## config.mk

```make
export PLATFORM = sky130hd
export DESIGN_NAME = usb_trans_scheduler
export DESIGN_NICKNAME = d
export VERILOG_FILES = /design/src/rtl/usb_trans_scheduler.sv
export SDC_FILE = /design/constraint.sdc
export NUM_CORES = 1
export LEC_CHECK = 0
export CORE_AREA = 2 2 206 208
export CTS_BUF_LIST = sky130_fd_sc_hd__clkbuf_8 sky130_fd_sc_hd__clkbuf_16
export DETAILED_ROUTE_END_ITERATION = 12
export DIE_AREA = 0 0 208 210
export PLACE_DENSITY = 0.5
export SLEW_MARGIN = 20
export SYNTH_ARGS = -nofsm -noshare
export SYNTH_HDL_FRONTEND = slang
export SYNTH_SLANG_ARGS = --single-unit
export TNS_END_PERCENT = 20
```

## constraint.sdc

```tcl
create_clock -name clk -period 2.9 [get_ports clk]
set_input_delay 0.58 -clock clk [delete_from_list [all_inputs] [get_ports clk]]
set_output_delay 0.58 -clock clk [all_outputs]
set_load 0.01 [all_outputs]
```

## src/rtl/usb_trans_scheduler.sv

```systemverilog
// Round-robin scheduler sharing one USB protocol FSM among NUM_REQ requesters,
// with bounded retry on failure and a watchdog abort for a hung protocol FSM.
//
// state | meaning
// IDLE  | nothing in flight; arbitrate from rr_ptr and grant
// ISSUE | pulse in_trans/out_trans to the protocol FSM
// WAIT  | await success/failure while the watchdog runs
// RESP  | hold the response until the consumer accepts it

module usb_trans_scheduler #(
  parameter int NUM_REQ   = 4,
  parameter int MAX_RETRY = 2,
  parameter int WATCHDOG  = 4096
) (
  input  logic                       clk,
  input  logic                       rst_b,
  input  logic [NUM_REQ-1:0]         req_valid,
  input  logic [NUM_REQ-1:0]         req_dir,
  input  logic [NUM_REQ*7-1:0]       req_addr,
  input  logic [NUM_REQ*4-1:0]       req_endp,
  input  logic [NUM_REQ*64-1:0]      req_data,
  output logic [NUM_REQ-1:0]         req_grant,
  output logic                       rsp_valid,
  input  logic                       rsp_ready,
  output logic [$clog2(NUM_REQ)-1:0] rsp_id,
  output logic                       rsp_ok,
  output logic                       rsp_timeout,
  output logic [63:0]                rsp_data,
  output logic                       pfsm_in_trans,
  output logic                       pfsm_out_trans,
  output logic [6:0]                 pfsm_addr,
  output logic [3:0]                 pfsm_endp,
  output logic [63:0]                pfsm_data,
  output logic                       pfsm_abort,
  input  logic                       pfsm_success,
  input  logic                       pfsm_failure,
  input  logic [63:0]                pfsm_data_in,
  output logic                       busy
);

  localparam int ID_W = $clog2(NUM_REQ);
  localparam int RC_W = (MAX_RETRY > 0) ? $clog2(MAX_RETRY + 1) : 1;
  localparam int WD_W = $clog2(WATCHDOG);

  typedef enum logic [1:0] {S_IDLE, S_ISSUE, S_WAIT, S_RESP} state_t;

  state_t            state;
  logic [ID_W-1:0]   rr_ptr;
  logic [ID_W-1:0]   cur_id;
  logic              cur_dir;
  logic [RC_W-1:0]   retry_cnt;
  logic [WD_W-1:0]   wd_cnt;

  logic              pick_found;
  logic [ID_W-1:0]   pick_idx;
  logic [ID_W-1:0]   cand;
  logic              sel_dir;
  logic [6:0]        sel_addr;
  logic [3:0]        sel_endp;
  logic [63:0]       sel_data;

  // First valid requester at or after rr_ptr, then mux out its fields.
  always_comb begin
    pick_found = 1'b0;
    pick_idx   = '0;
    cand       = '0;
    for (int k = 0; k < NUM_REQ; k++) begin
      cand = ID_W'((int'(rr_ptr) + k) % NUM_REQ);
      if (!pick_found && req_valid[cand]) begin
        pick_found = 1'b1;
        pick_idx   = cand;
      end
    end
    sel_dir  = 1'b0;
    sel_addr = '0;
    sel_endp = '0;
    sel_data = '0;
    for (int k = 0; k < NUM_REQ; k++) begin
      if (pick_idx == ID_W'(k)) begin
        sel_dir  = req_dir[k];
        sel_addr = req_addr[7*k +: 7];
        sel_endp = req_endp[4*k +: 4];
        sel_data = req_data[64*k +: 64];
      end
    end
  end

  assign busy = (state != S_IDLE);

  always_ff @(posedge clk or negedge rst_b) begin
    if (!rst_b) begin
      state          <= S_IDLE;
      rr_ptr         <= '0;
      cur_id         <= '0;
      cur_dir        <= 1'b0;
      retry_cnt      <= '0;
      wd_cnt         <= '0;
      req_grant      <= '0;
      rsp_valid      <= 1'b0;
      rsp_id         <= '0;
      rsp_ok         <= 1'b0;
      rsp_timeout    <= 1'b0;
      rsp_data       <= '0;
      pfsm_in_trans  <= 1'b0;
      pfsm_out_trans <= 1'b0;
      pfsm_addr      <= '0;
      pfsm_endp      <= '0;
      pfsm_data      <= '0;
      pfsm_abort     <= 1'b0;
    end else begin
      req_grant      <= '0;
      pfsm_in_trans  <= 1'b0;
      pfsm_out_trans <= 1'b0;
      pfsm_abort     <= 1'b0;
      case (state)
        S_IDLE: begin
          if (pick_found) begin
            req_grant[pick_idx] <= 1'b1;
            cur_id    <= pick_idx;
            cur_dir   <= sel_dir;
            pfsm_addr <= sel_addr;
            pfsm_endp <= sel_endp;
            pfsm_data <= sel_data;
            rr_ptr    <= (pick_idx == ID_W'(NUM_REQ - 1)) ? '0 : pick_idx + 1'b1;
            retry_cnt <= '0;
            state     <= S_ISSUE;
          end
        end
        S_ISSUE: begin
          pfsm_in_trans  <= cur_dir;
          pfsm_out_trans <= !cur_dir;
          wd_cnt         <= '0;
          state          <= S_WAIT;
        end
        S_WAIT: begin
          wd_cnt <= wd_cnt + 1'b1;
          if (pfsm_success) begin
            rsp_valid <= 1'b1;
            rsp_id    <= cur_id;
            rsp_ok    <= 1'b1;
            rsp_data  <= cur_dir ? pfsm_data_in : 64'd0;
            state     <= S_RESP;
          end else if (pfsm_failure) begin
            if (retry_cnt < RC_W'(MAX_RETRY)) begin
              retry_cnt <= retry_cnt + 1'b1;
              state     <= S_ISSUE;
            end else begin
              rsp_valid <= 1'b1;
              rsp_id    <= cur_id;
              rsp_ok    <= 1'b0;
              rsp_data  <= '0;
              state     <= S_RESP;
            end
          end else if (wd_cnt == WD_W'(WATCHDOG - 1)) begin
            // Hung protocol FSM: kick it back to Hold and report, no retry.
            pfsm_abort  <= 1'b1;
            rsp_valid   <= 1'b1;
            rsp_id      <= cur_id;
            rsp_ok      <= 1'b0;
            rsp_timeout <= 1'b1;
            rsp_data    <= '0;
            state       <= S_RESP;
          end
        end
        S_RESP: begin
          if (rsp_ready) begin
            rsp_valid   <= 1'b0;
            rsp_id      <= '0;
            rsp_ok      <= 1'b0;
            rsp_timeout <= 1'b0;
            rsp_data    <= '0;
            state       <= S_IDLE;
          end
        end
        default: state <= S_IDLE;
      endcase
    end
  end

endmodule
```

Yosys cells after proc, flatten, opt, wreduce, memory -nomap -nowiden
Index checks and enable logic that the tools add are counted.
{"block": "classes", "magnitude_cmp": 7, "mux": 82, "eq_ne": 16, "addsub": 6, "reduce_logical": 19}
{"operator": "$mux W64", "n": 10}
{"operator": "$pmux W64 S2", "n": 1}
{"operator": "$mux W2", "n": 19}
{"operator": "$mux W1", "n": 30}
{"operator": "$mux W7", "n": 4}
{"operator": "$mux W4", "n": 6}
{"operator": "$pmux W12 S2", "n": 1}
{"operator": "$lt A2 B3 Y1 const B", "n": 5}
{"operator": "$ne A2 B2 Y1 const B", "n": 7}
{"operator": "$add A12 B1 Y12 const B", "n": 1}
{"operator": "$eq A12 B12 Y1 const B", "n": 1}
{"operator": "$reduce_and A5 Y1", "n": 2}
{"operator": "$bmux W1 S2", "n": 4}
{"operator": "$eq A2 B2 Y1 const B", "n": 4}
{"operator": "$ne A4 B4 Y1 const B", "n": 2}
{"operator": "$pmux W2 S2", "n": 2}
{"operator": "$pmux W2 S4", "n": 1}
{"operator": "$reduce_bool A2 Y1", "n": 4}
{"operator": "$add A2 B1 Y2 const B", "n": 3}
{"operator": "$pmux W1 S2", "n": 3}
{"operator": "$add A2 B2 Y2 const B", "n": 2}
{"operator": "$eq A2 B1 Y1 const B", "n": 2}
{"operator": "$logic_and A1 B1 Y1", "n": 4}
{"operator": "$logic_not A1 Y1", "n": 4}
{"operator": "7 further kinds", "n": 8}
{"block": "word_totals", "reg_bits": 172, "elab_cells": 148, "input_bits": 377, "output_inout_bits": 152}

Depth between registers and ports, before layout
Gate-level depths: netlist of the first run.
{"block": "depth", "word_depth": 18, "mapped_depth": 11, "ltp_nobuf": 9}

Worst setup path before layout of the first run
OpenSTA, ideal clock, no wires.
{"block": "synth_timing", "path_type": "input-to-reg", "startpoint": "in req_valid[2]", "endpoint": "reg pfsm_data[16]", "arrival_time_ns": 2.635, "stages": 10, "required_time_ns": 2.773, "setup_time_ns": 0.127, "slack_ns": 0.138, "path_cell_list": "nor4_1 -> nor4_1 -> inv_1 -> ha_1 -> clkbuf_1 -> clkbuf_1 -> clkbuf_1 -> a21oi_1 -> a221oi_1 -> nor2_1"}
{"block": "synth_between", "elab_chain_cells": 17, "word_cells_on_any_way": 31, "cone_classes": "3 x eq/ne; 20 x mux; 8 x reduce/logical"}
{"item": "start: declaration", "line": "17", "source": "input logic [NUM_REQ-1:0] req_valid,"}
{"item": "$bmux W1 S2", "line": "69", "source": "if (!pick_found && req_valid[cand]) begin"}
{"item": "$mux W1 (implied by the code)", "line": "69"}
{"item": "$mux W1", "line": "69"}
{"item": "$logic_not A1 Y1", "line": "69"}
{"item": "$logic_and A1 B1 Y1", "line": "69"}
{"item": "$mux W1", "line": "69"}
{"item": "$logic_not A1 Y1", "line": "69"}
{"item": "$logic_and A1 B1 Y1", "line": "69"}
{"item": "$mux W1", "line": "69"}
{"item": "$logic_not A1 Y1", "line": "69"}
{"item": "$logic_and A1 B1 Y1", "line": "69"}
{"item": "$mux W2 *", "line": "69"}
{"item": "via pick_idx[0]", "line": "55", "source": "logic [ID_W-1:0] pick_idx;"}
{"item": "$logic_not A2 Y1", "line": "79", "source": "if (pick_idx == ID_W'(k)) begin"}
{"item": "$mux W64 (3 in a row)", "line": "79"}
{"item": "$mux W64 *", "line": "79"}
{"item": "end signal: assignment", "line": "123", "source": "pfsm_data <= sel_data;"}
{"item": "end: declaration", "line": "33", "source": "output logic [63:0] pfsm_data,"}
The timed path passes the listed nets; every way through them passes the cells marked *. The select of a mux whose other input is x is not followed.
A chain may end at the register's enable or synchronous reset.

Worst setup path after layout of the first run
{"block": "layout_timing", "startpoint": "reg rr_ptr[1]", "endpoint": "reg pfsm_data[6]"}
{"block": "layout_between", "elab_chain_cells": 17, "word_cells_on_any_way": 34, "cone_classes": "3 x add/sub; 3 x eq/ne; 20 x mux; 8 x reduce/logical"}
{"item": "start: declaration", "line": "48", "source": "logic [ID_W-1:0] rr_ptr;"}
{"item": "start signal: assignment", "line": "124", "source": "rr_ptr <= (pick_idx == ID_W'(NUM_REQ - 1)) ? '0 : pick_idx + 1'b1;"}
{"item": "branches (longest 11 deep; another with $add A2 B1 Y2)"}
{"item": "$mux W2 *", "line": "69"}
{"item": "via pick_idx[0]", "line": "55"}
{"item": "$logic_not A2 Y1", "line": "79"}
{"item": "$mux W64 (3 in a row)", "line": "79"}
{"item": "$mux W64 *", "line": "79"}
Mark *: on every way through the listed nets, which the timed path passes. The select of a mux whose other input is x is not followed.

==> summary.md, run 1 <==
| Metric | Value |
|---|---|
| Post-route ant nets | `0` |
| Nets | `about 2k` |
| Total number of H-tree levels | `4` |
| Largest net degree at the start of global routing | `70` |
| Slack of the worst reg-to-reg path | `0.19 ns` |
| Total number of vias | `slightly above 10k` |
| Post-layout instance area | `16400 um2` |
| Fraction of final layout cells sized beyond drive strength 1 | `a little under a tenth` |
| Dpl hpwl | `31600 um` |
| Adder-cell share of the synthesized area | `~1.2%` |
| R2r endpoint | `pfsm_data[6]` |
| CP delay by family, top | `compound AO/OA/AOI/OAI gates` |
| Clock root buffer | `sky130_fd_sc_hd__clkbuf_16` |
| Post-Synthesis Cells | `1070` |
| Vias per cell | `roughly 4.6` |
| Total power density per cell area | `a little under 1000 nW/um2` |
| Complex-gate fraction of the synthesized area | `28.7%` |
| Leak pwr | `between 6 and 7 nW` |
| Syn nets | `around 1.5k` |
| Launch point of the worst path | `rr_ptr[1]` |
| Buffers plus inverters on the worst setup path | `3` |
| Combined flip-flop and latch cell area | `~4300 um2` |
| Dominant combinational cell family by area after synthesis | `compound AO/OA/AOI/OAI gates` |
| Clock transition time at the flip-flop clock pins of the worst setup and hold paths | `about 0.070 ns` |
| Period minus WS final | `2.71 ns` |
| Std-Cell Rows | `75` |
| # Max-Cap Violations | `0` |
| Final RePlAce weighted congestion | `0.879` |
| Number of global-route vias before repair | `approximately 10k` |
| CTS Buffer Depth | `2` |
| Cell area after synthesis | `between 9000 and 10000 um2` |
| Critical path, cell by cell | `mux2i_1 -> and2_1 -> nor4_4 -> buf_4 -> inv_1 -> ha_4 -> buf_12 -> a21oi_1 -> o21ai_0 -> a221oi_1 -> nor2_1` |
| Fraction of the mapped netlist area in simple logic gates | `a little over an eighth` |
| Sequential share of the synthesized area | `~47%` |
| Remaining routing DRC violations | `0` |
| Launch instance of the worst register-to-register path | `rr_ptr[1]` |
| Maximum clock skew at final layout | `approximately 0.0085 ns` |
| Post-route non-filler standard cell count | `approximately 2.2k` |
| Worst stage delay on the critical path | `0.48 ns` |
| Drt wl/cell | `18.8 um` |
| Highest Clock Rate | `between 0.3 and 0.4 GHz` |
| Horiz. Die Dim | `208 um` |
| Period utilization | `93.3%` |
| Worst R2R Path Depth | `11` |
| Post-synthesis xor/xnor area fraction | `less than 1%` |
| Run status | `finished, final reports clean` |
| Full die area | `43700 um2` |
| Pins over their slew limit | `0` |
| Launching element type of the critical path | `flip-flop` |
| Std-Cell Core Area | `around 41000 um2` |
| Slew headroom | `about 60%` |
| Dominant register cell in the synthesized netlist | `sky130_fd_sc_hd__dfrtp_1` |
| Worst Setup Path Type | `flip-flop to flip-flop` |
| Number of filler instances in the final layout | `roughly 4.2k` |
| Starting Density | `roughly 22%` |
| DRT iter0 DRCs | `463` |
| Capturing element type of the critical path | `flip-flop` |
| Setup violation total in the final timing report | `0` |
| Library cells used by synthesis | `42` |
| Largest fanout on the critical path | `19` |
| Layout area overhead | `80.5%` |
| Commonest cells after routing, fill and taps aside | `524 x sky130_fd_sc_hd__clkdlybuf4s50_1, 171 x sky130_fd_sc_hd__dfrtp_1, 162 x sky130_fd_sc_hd__a21oi_1` |
| Initial antenna violation count | `6` |
| Total wire length after detailed routing | `between 40000 and 50000 um` |
| Number of primary I/O pins | `about 530` |
| Number of synthesis warnings | `0` |
| Sinks on Clock Net | `between 150 and 200` |
| Drt pass-1 iters | `7` |
| Post-Place Cells | `2139` |
| Number of hold-slack violations in the final timing report | `0` |
| Synth Register Bits | `~170` |
| Total power after layout | `15.9 mW` |
| Highest ir drop seen on vdd | `roughly 0.42 mV` |
| Clock Latency Late Sink | `0.45 ns` |
| Mean Syn Cell Area | `8.48 um2` |
| Classification of the worst-slack hold path | `input pin to asynchronous set/reset pin` |
| Congestion Overflow GR | `0` |
| Cell area after placement | `approximately 16000 um2` |
| Number of buffers created by CTS | `17` |
| Master of the slowest instance on the critical path | `sky130_fd_sc_hd__dfrtp_2` |
| Transition at the pin with the smallest max-transition slack | `between 0.5 and 0.6 ns` |
| Async set or reset register ratio after synthesis | `100%` |
| Required time of the worst setup path | `3.23 ns` |
| Wire length of the first global-routing pass | `61800 um` |
| Worst Path Arrival | `3.04 ns` |
| Most common cell after layout, fill and taps aside | `sky130_fd_sc_hd__clkdlybuf4s50_1` |
| Number of flops mapped to enable cells by yosys | `0` |
| Clock tree from TritonCTS | `built` |
| Multi-input gate area | `around 4200 um2` |
| Post-synthesis mux area share | `less than 1%` |
| Global-route total usage across every layer | `18.3%` |
| Die extent in y | `210 um` |
| Number of buffers inserted by port buffering | `528` |
-- area by class of cell --
cell class              count  area share, %
repair buffers            624           38.5
flip-flops and latches    172           26.3
multi-input cells         712           25.4
well taps                 539           4.12
clock buffers              18           2.68
inverters                  92           2.11
clock inverters            14          0.939
diodes                      3         0.0458
-- stage by stage --
stage,setup TNS [ns],setup WS (ns),utilization (%),hold slack [ns]
after floorplan,0,0.138,-,0.284
after global placement,-34.92,-0.619,37.8,0.460
after detailed placement,-32.50,-0.605,37.9,0.467
after CTS,0,0.0453,39.3,0.149
after global routing,-0.0173,-0.0173,39.5,0.167
final,0,0.195,39.5,0.148
-- cell usage after synthesis, types with 2 or more instances --
cell type                  number  share of area [%]
sky130_fd_sc_hd__nor4_1         5               0.34
sky130_fd_sc_hd__o22ai_1        3               0.21
sky130_fd_sc_hd__a22o_1        64                6.2
sky130_fd_sc_hd__and3_1         6               0.41
sky130_fd_sc_hd__a21o_1         2               0.17
sky130_fd_sc_hd__mux2_4         2               0.33
sky130_fd_sc_hd__and2_1         3               0.21
sky130_fd_sc_hd__o21a_1         2               0.17
sky130_fd_sc_hd__nand4_1        2               0.14
sky130_fd_sc_hd__buf_6          3               0.37
sky130_fd_sc_hd__a211oi_1       2               0.17
sky130_fd_sc_hd__ha_1           9                1.2
sky130_fd_sc_hd__nor2_1       159                6.6
sky130_fd_sc_hd__a221oi_1      76                7.3
sky130_fd_sc_hd__mux2i_1        2               0.22
sky130_fd_sc_hd__nand2_1       87                3.6
sky130_fd_sc_hd__inv_1         92                3.8
sky130_fd_sc_hd__or4_1          2               0.17
sky130_fd_sc_hd__a21oi_1      163                9.0
sky130_fd_sc_hd__nand3_1        7               0.39
sky130_fd_sc_hd__nor3_1         4               0.22
sky130_fd_sc_hd__nor3b_1        4               0.33
sky130_fd_sc_hd__o21ai_0       80                4.4
sky130_fd_sc_hd__buf_1          9               0.37
sky130_fd_sc_hd__clkbuf_1      67                2.8
sky130_fd_sc_hd__a211o_1        4               0.39
sky130_fd_sc_hd__or3_1          2               0.14
sky130_fd_sc_hd__xnor2_1        5               0.48
sky130_fd_sc_hd__buf_2         14               0.77
sky130_fd_sc_hd__a31oi_1        2               0.14
sky130_fd_sc_hd__dfrtp_1      172                 47
sky130_fd_sc_hd__nor2b_1        6               0.41
-- worst register-to-register path: stages, from the launching register on --
cell and delay, ns:
sky130_fd_sc_hd__dfrtp_2 0.48, sky130_fd_sc_hd__mux2i_1 0.15, sky130_fd_sc_hd__and2_1 0.21, sky130_fd_sc_hd__nor4_4 0.31, sky130_fd_sc_hd__buf_4 0.17, sky130_fd_sc_hd__inv_1 0.07, sky130_fd_sc_hd__ha_4 0.25, sky130_fd_sc_hd__buf_12 0.20
sky130_fd_sc_hd__a21oi_1 0.15, sky130_fd_sc_hd__o21ai_0 0.13, sky130_fd_sc_hd__a221oi_1 0.38, sky130_fd_sc_hd__nor2_1 0.09
-- kinds of logic after synthesis --
logic type | after synthesis
multiplexers | 4
AND/OR/NAND/NOR | 291
AO/OA/AOI/OAI | 402
adder cells (fa/ha/maj) | 9
XOR/XNOR | 6
buffers and inverters | 186
flip-flops | 172
-- what timing repair did --
item | CTS | global route
hold buffers | 0 | 0
setup endpoints to repair | 18 | 62
buffers inserted | 0 | 0
resized for setup | 2 | 14
hold endpoints to repair | 0 | 0
pin swaps | 0 | 1
-- registers in the layout (all words and copies together), names as in the netlist, 4 cells and up --
register,flops
pfsm_data,64
rsp_data,64
pfsm_addr,7
pfsm_endp,4
wd_cnt,12
req_grant,4
-- routing by layer --
| metal | global-route usage, % | wire length, um | vias to the layer above |
|---|---|---|---|
| li1 | - | - | 4871 |
| met1 | 22.2 | 16900 | 4730 |
| met3 | 5.74 | 3120 | 64 |
| met5 | 0 | 52 | - |
| met4 | 6.97 | 1080 | 8 |
| met2 | 30.5 | 19600 | 413 |
-- worst max-delay path by stage --
stage / to / slack (ns) / depth (start not counted)
floorplan: pfsm_data[16] / 0.14 / 10
global placement: pfsm_data[39] / -0.62 / 12
detailed placement: pfsm_data[39] / -0.60 / 12
CTS: pfsm_data[2] / 0.05 / 13
global route: pfsm_data[2] / -0.02 / 12
finish: pfsm_data[6] / 0.19 / 11
-- where the power goes --
part	total [mW]	internal, mW	leakage, nW	switching [mW]
sequential	4.14	3.48	2.16	0.662
clock	2.34	1.24	0.278	1.10
combinational	9.40	4.70	4.46	4.69
No activity file was read; power rests on OpenSTA's default activity.
==> run 2: changes to the inputs <==
--- a/config.mk
+++ b/config.mk
@@ -5,11 +5,12 @@
 export SDC_FILE = /design/constraint.sdc
 export NUM_CORES = 1
 export LEC_CHECK = 0
-export CORE_AREA = 2 2 206 208
+export CORE_AREA = 2 2 209 211
 export CTS_BUF_LIST = sky130_fd_sc_hd__clkbuf_8 sky130_fd_sc_hd__clkbuf_16
+export CTS_CLUSTER_SIZE = 10
 export DETAILED_ROUTE_END_ITERATION = 12
-export DIE_AREA = 0 0 208 210
-export PLACE_DENSITY = 0.5
+export DIE_AREA = 0 0 211 213
+export PLACE_DENSITY = 0.49
 export SLEW_MARGIN = 20
 export SYNTH_ARGS = -nofsm -noshare
 export SYNTH_HDL_FRONTEND = slang
==> run 2 against run 1 <==
Net effect: sequential cell count stayed put; worst hold slack better by 0.011 ns; clock power about the same; non-clock buffer count down 14; combinational power decreased by 2%; via count shrank 0.37%; cell count shrank 0.37%; critical path type is now input pin to flip-flop; final area is 1.3% lower.
==> summary.md, run 2 (synthesis gave the netlist of run 1 again) <==
| Metric | Value |
|---|---|
| Post-route ant nets | `0 (unchanged)` |
| Highest Clock Rate | `0.369 GHz (was 0.370 GHz)` |
| Number of buffers created by CTS | `17 (unchanged)` |
| Final hold slack | `0.158 ns (was 0.148 ns)` |
| Std-Cell Core Area | `42700 um2 (was 41500 um2)` |
| Cell area after placement | `15500 um2 (was 15700 um2)` |
| Critical path, cell by cell | `clkdlybuf4s50_1 -> nor4_4 -> nor4_2 -> buf_4 -> inv_1 -> ha_4 -> buf_12 -> buf_4 -> a21oi_1 -> a221oi_1 -> nor2_1 (was mux2i_1 -> and2_1 -> nor4_4 -> buf_4 -> inv_1 -> ha_4 -> buf_12 -> a21oi_1 -> o21ai_0 -> a221oi_1 -> nor2_1)` |
| Total power density per cell area | `968 nW/um2 (was 969 nW/um2)` |
| Accumulated negative setup slack | `0 ns (unchanged)` |
| Gate power share | `58.9% (was 59.2%)` |
| Final RePlAce weighted congestion | `0.913 (was 0.879)` |
| Critical Path Most Common Cell | `sky130_fd_sc_hd__buf_4` |
| Period utilization | `93.5% (was 93.3%)` |
| Worst stage delay on the critical path | `0.48 ns (about the same)` |
| Clock transition time at the flip-flop clock pins of the worst setup and hold paths | `0.07 ns (about the same)` |
| Std-Cell Rows | `76 (was 75)` |
| Worst Setup Path Type | `input pin to flip-flop (was flip-flop to flip-flop)` |
| Fraction of final layout cells sized beyond drive strength 1 | `8.16% (was 9.25%)` |
| Starting Density | `21.3% (was 21.9%)` |
| Setup violation total in the final timing report | `0 (unchanged)` |
| Drt wl/cell | `19.7 um (was 18.8 um)` |
| Largest fanout on the critical path | `59 (was 19)` |
| Launching element type of the critical path | `input pin (was flip-flop)` |
| CTS Buffer Depth | `2 (unchanged)` |
| Layout area overhead | `78.2% (was 80.5%)` |
| Setup repair after global routing missed its margin | `false` |
| Dpl hpwl | `32900 um (was 31600 um)` |
| Total number of vias | `10.0k (was 10.1k)` |
| # Max-Cap Violations | `0 (unchanged)` |
| Number of hold-slack violations in the final timing report | `0 (unchanged)` |
| DRT iter0 DRCs | `609 (was 463)` |
| Classification of the worst-slack hold path | `input pin to asynchronous set/reset pin (unchanged)` |
| Capturing element type of the critical path | `flip-flop (unchanged)` |
| Relative contribution of the clock network to total power | `14.7% (about the same)` |
| Pins over their slew limit | `0 (unchanged)` |
| Run status | `finished, final reports clean (unchanged)` |
| Leak pwr | `6.80 nW (was 6.91 nW)` |
| Most common cell after layout, fill and taps aside | `sky130_fd_sc_hd__clkdlybuf4s50_1 (unchanged)` |
| Drt pass-1 iters | `4 (was 7)` |
| Clock tree from TritonCTS | `built (unchanged)` |
| Full die area | `44900 um2 (was 43700 um2)` |
| Sinks on Clock Net | `172 (unchanged)` |
| Number of buffers inserted by port buffering | `528 (unchanged)` |
| Congestion Overflow GR | `0 (unchanged)` |
| Number of global-route vias before repair | `10.3k (was 10.4k)` |
| Post-layout instance area | `16200 um2 (was 16400 um2)` |
| Share of total power in sequential cells | `26.3% (was 26.1%)` |
| Internal power summed over all cells | `9.19 mW (was 9.42 mW)` |
| Die extent in y | `213 um (was 210 um)` |
| Initial antenna violation count | `4 (was 6)` |
| Vias per cell | `4.64 (about the same)` |
| Horiz. Die Dim | `211 um (was 208 um)` |
| P_sw | `6.47 mW (was 6.46 mW)` |
| Worst Path Arrival | `3.03 ns (was 3.04 ns)` |
| Slew headroom | `58.7% (was 60.0%)` |
| Global-route total usage across every layer | `18.5% (was 18.3%)` |
| Period minus WS final | `2.71 ns (about the same)` |
| Wire length of the first global-routing pass | `62900 um (was 61800 um)` |
| Total wire length after detailed routing | `42700 um (was 40800 um)` |
| Largest net degree at the start of global routing | `69 (was 70)` |
| CP delay by family, top | `buffers and inverters (was compound AO/OA/AOI/OAI gates)` |
| Switching portion of total power | `41.3% (was 40.7%)` |
| Nets | `1991 (was 2005)` |
| Highest ir drop seen on vdd | `0.352 mV (was 0.423 mV)` |
| Master of the slowest instance on the critical path | `sky130_fd_sc_hd__clkdlybuf4s50_1 (was sky130_fd_sc_hd__dfrtp_2)` |
| Hold buffer count at CTS | `0 (unchanged)` |
| Buffers plus inverters on the worst setup path | `5 (was 3)` |
| Clock root buffer | `sky130_fd_sc_hd__clkbuf_16 (unchanged)` |
| Number of post-CTS setup repair buffers | `0 (unchanged)` |
| Required time of the worst setup path | `3.22 ns (was 3.23 ns)` |
| Clock Latency Late Sink | `0.44 ns (was 0.45 ns)` |
| Transition at the pin with the smallest max-transition slack | `0.620 ns (was 0.599 ns)` |
| Commonest cells after routing, fill and taps aside | `525 x sky130_fd_sc_hd__clkdlybuf4s50_1, 172 x sky130_fd_sc_hd__dfrtp_1, 163 x sky130_fd_sc_hd__a21oi_1 (was 524 x sky130_fd_sc_hd__clkdlybuf4s50_1, 171 x sky130_fd_sc_hd__dfrtp_1, 162 x sky130_fd_sc_hd__a21oi_1)` |
| Remaining routing DRC violations | `0 (unchanged)` |
| Maximum clock skew at final layout | `0.0102 ns (was 0.00845 ns)` |
| Total number of H-tree levels | `4 (unchanged)` |
| Registers with the most flip-flops | `pfsm_data: 64 flops, rsp_data: 64 flops, wd_cnt: 12 flops (unchanged)` |
| Number of primary I/O pins | `529 (unchanged)` |
-- run 2: cell types whose count changed in the layout (fill, tap and decap cells not counted), moves of 2 or more --
cell,previous run,this run
sky130_fd_sc_hd__clkinv_2,0,3
sky130_fd_sc_hd__clkinvlp_4,4,2
sky130_fd_sc_hd__inv_8,3,0
sky130_fd_sc_hd__buf_4,74,64
sky130_fd_sc_hd__buf_12,21,18
sky130_fd_sc_hd__inv_6,3,5
-- run 2: through the flow --
step / util [%] / worst slack, ns / total power [mW] / instances
after floorplan: - / 0.138 / 8.49 / 1070
after global placement: 36.4 / -0.420 / 13.5 / 2132
after detailed placement: 36.4 / -0.475 / 13.5 / 2132
after CTS: 37.7 / 0.0188 / 15.9 / 2164
after global routing: 37.9 / 0.0238 / 16.9 / 2165
final: 37.9 / 0.189 / 15.7 / 2166
-- run 2: layout make-up --
type                       instances  area, um2
antenna                            2       5.00
clock buffer                      17        425
clock inverter                    15        141
fill                            4396      26500
inverter                          92        345
multi-input combinational        712       4130
sequential                       172       4300
tap                              546        683
timing repair buffer             610       6130
-- run 2: layer usage --
metal	track usage, %	vias up	part of all wire (%)
li1	-	4839	-
met1	22.0	4805	41
met2	31.8	352	50
met3	6.13	49	7.4
met4	5.44	4	1.9
met5	0	-	0.070
-- run 2: path summary, 6_finish.rpt --
kind                       slack (ns)            end  depth (start not counted)    startpoint
setup reg to reg                 0.27  pfsm_data[10]                         10     rr_ptr[1]
setup / recovery                 0.19  pfsm_data[10]                         11  req_valid[2]
hold reg to reg                  0.48         rsp_ok                          1        rsp_ok
min in group clk                 0.48         rsp_ok                          1        rsp_ok
max in group asynchronous        2.08  pfsm_data[23]                          2         rst_b
hold / removal                   0.16   rsp_data[45]                          1         rst_b
-- run 2: timing repair --
action                     4_1_cts  5_1_grt
hold endpoints to repair         0        0
gates resized for setup          0        9
setup endpoints to repair        0       52
-- run 2: power groups by stage --
stage | logic, mW | clock network [mW] | registers (mW)
after floorplan | 3.97 | 0 | 4.52
after global placement | 9.33 | 0 | 4.13
after detailed placement | 9.34 | 0 | 4.14
after CTS | 9.37 | 2.41 | 4.12
after global routing | 10.2 | 2.52 | 4.26
final | 9.23 | 2.31 | 4.12
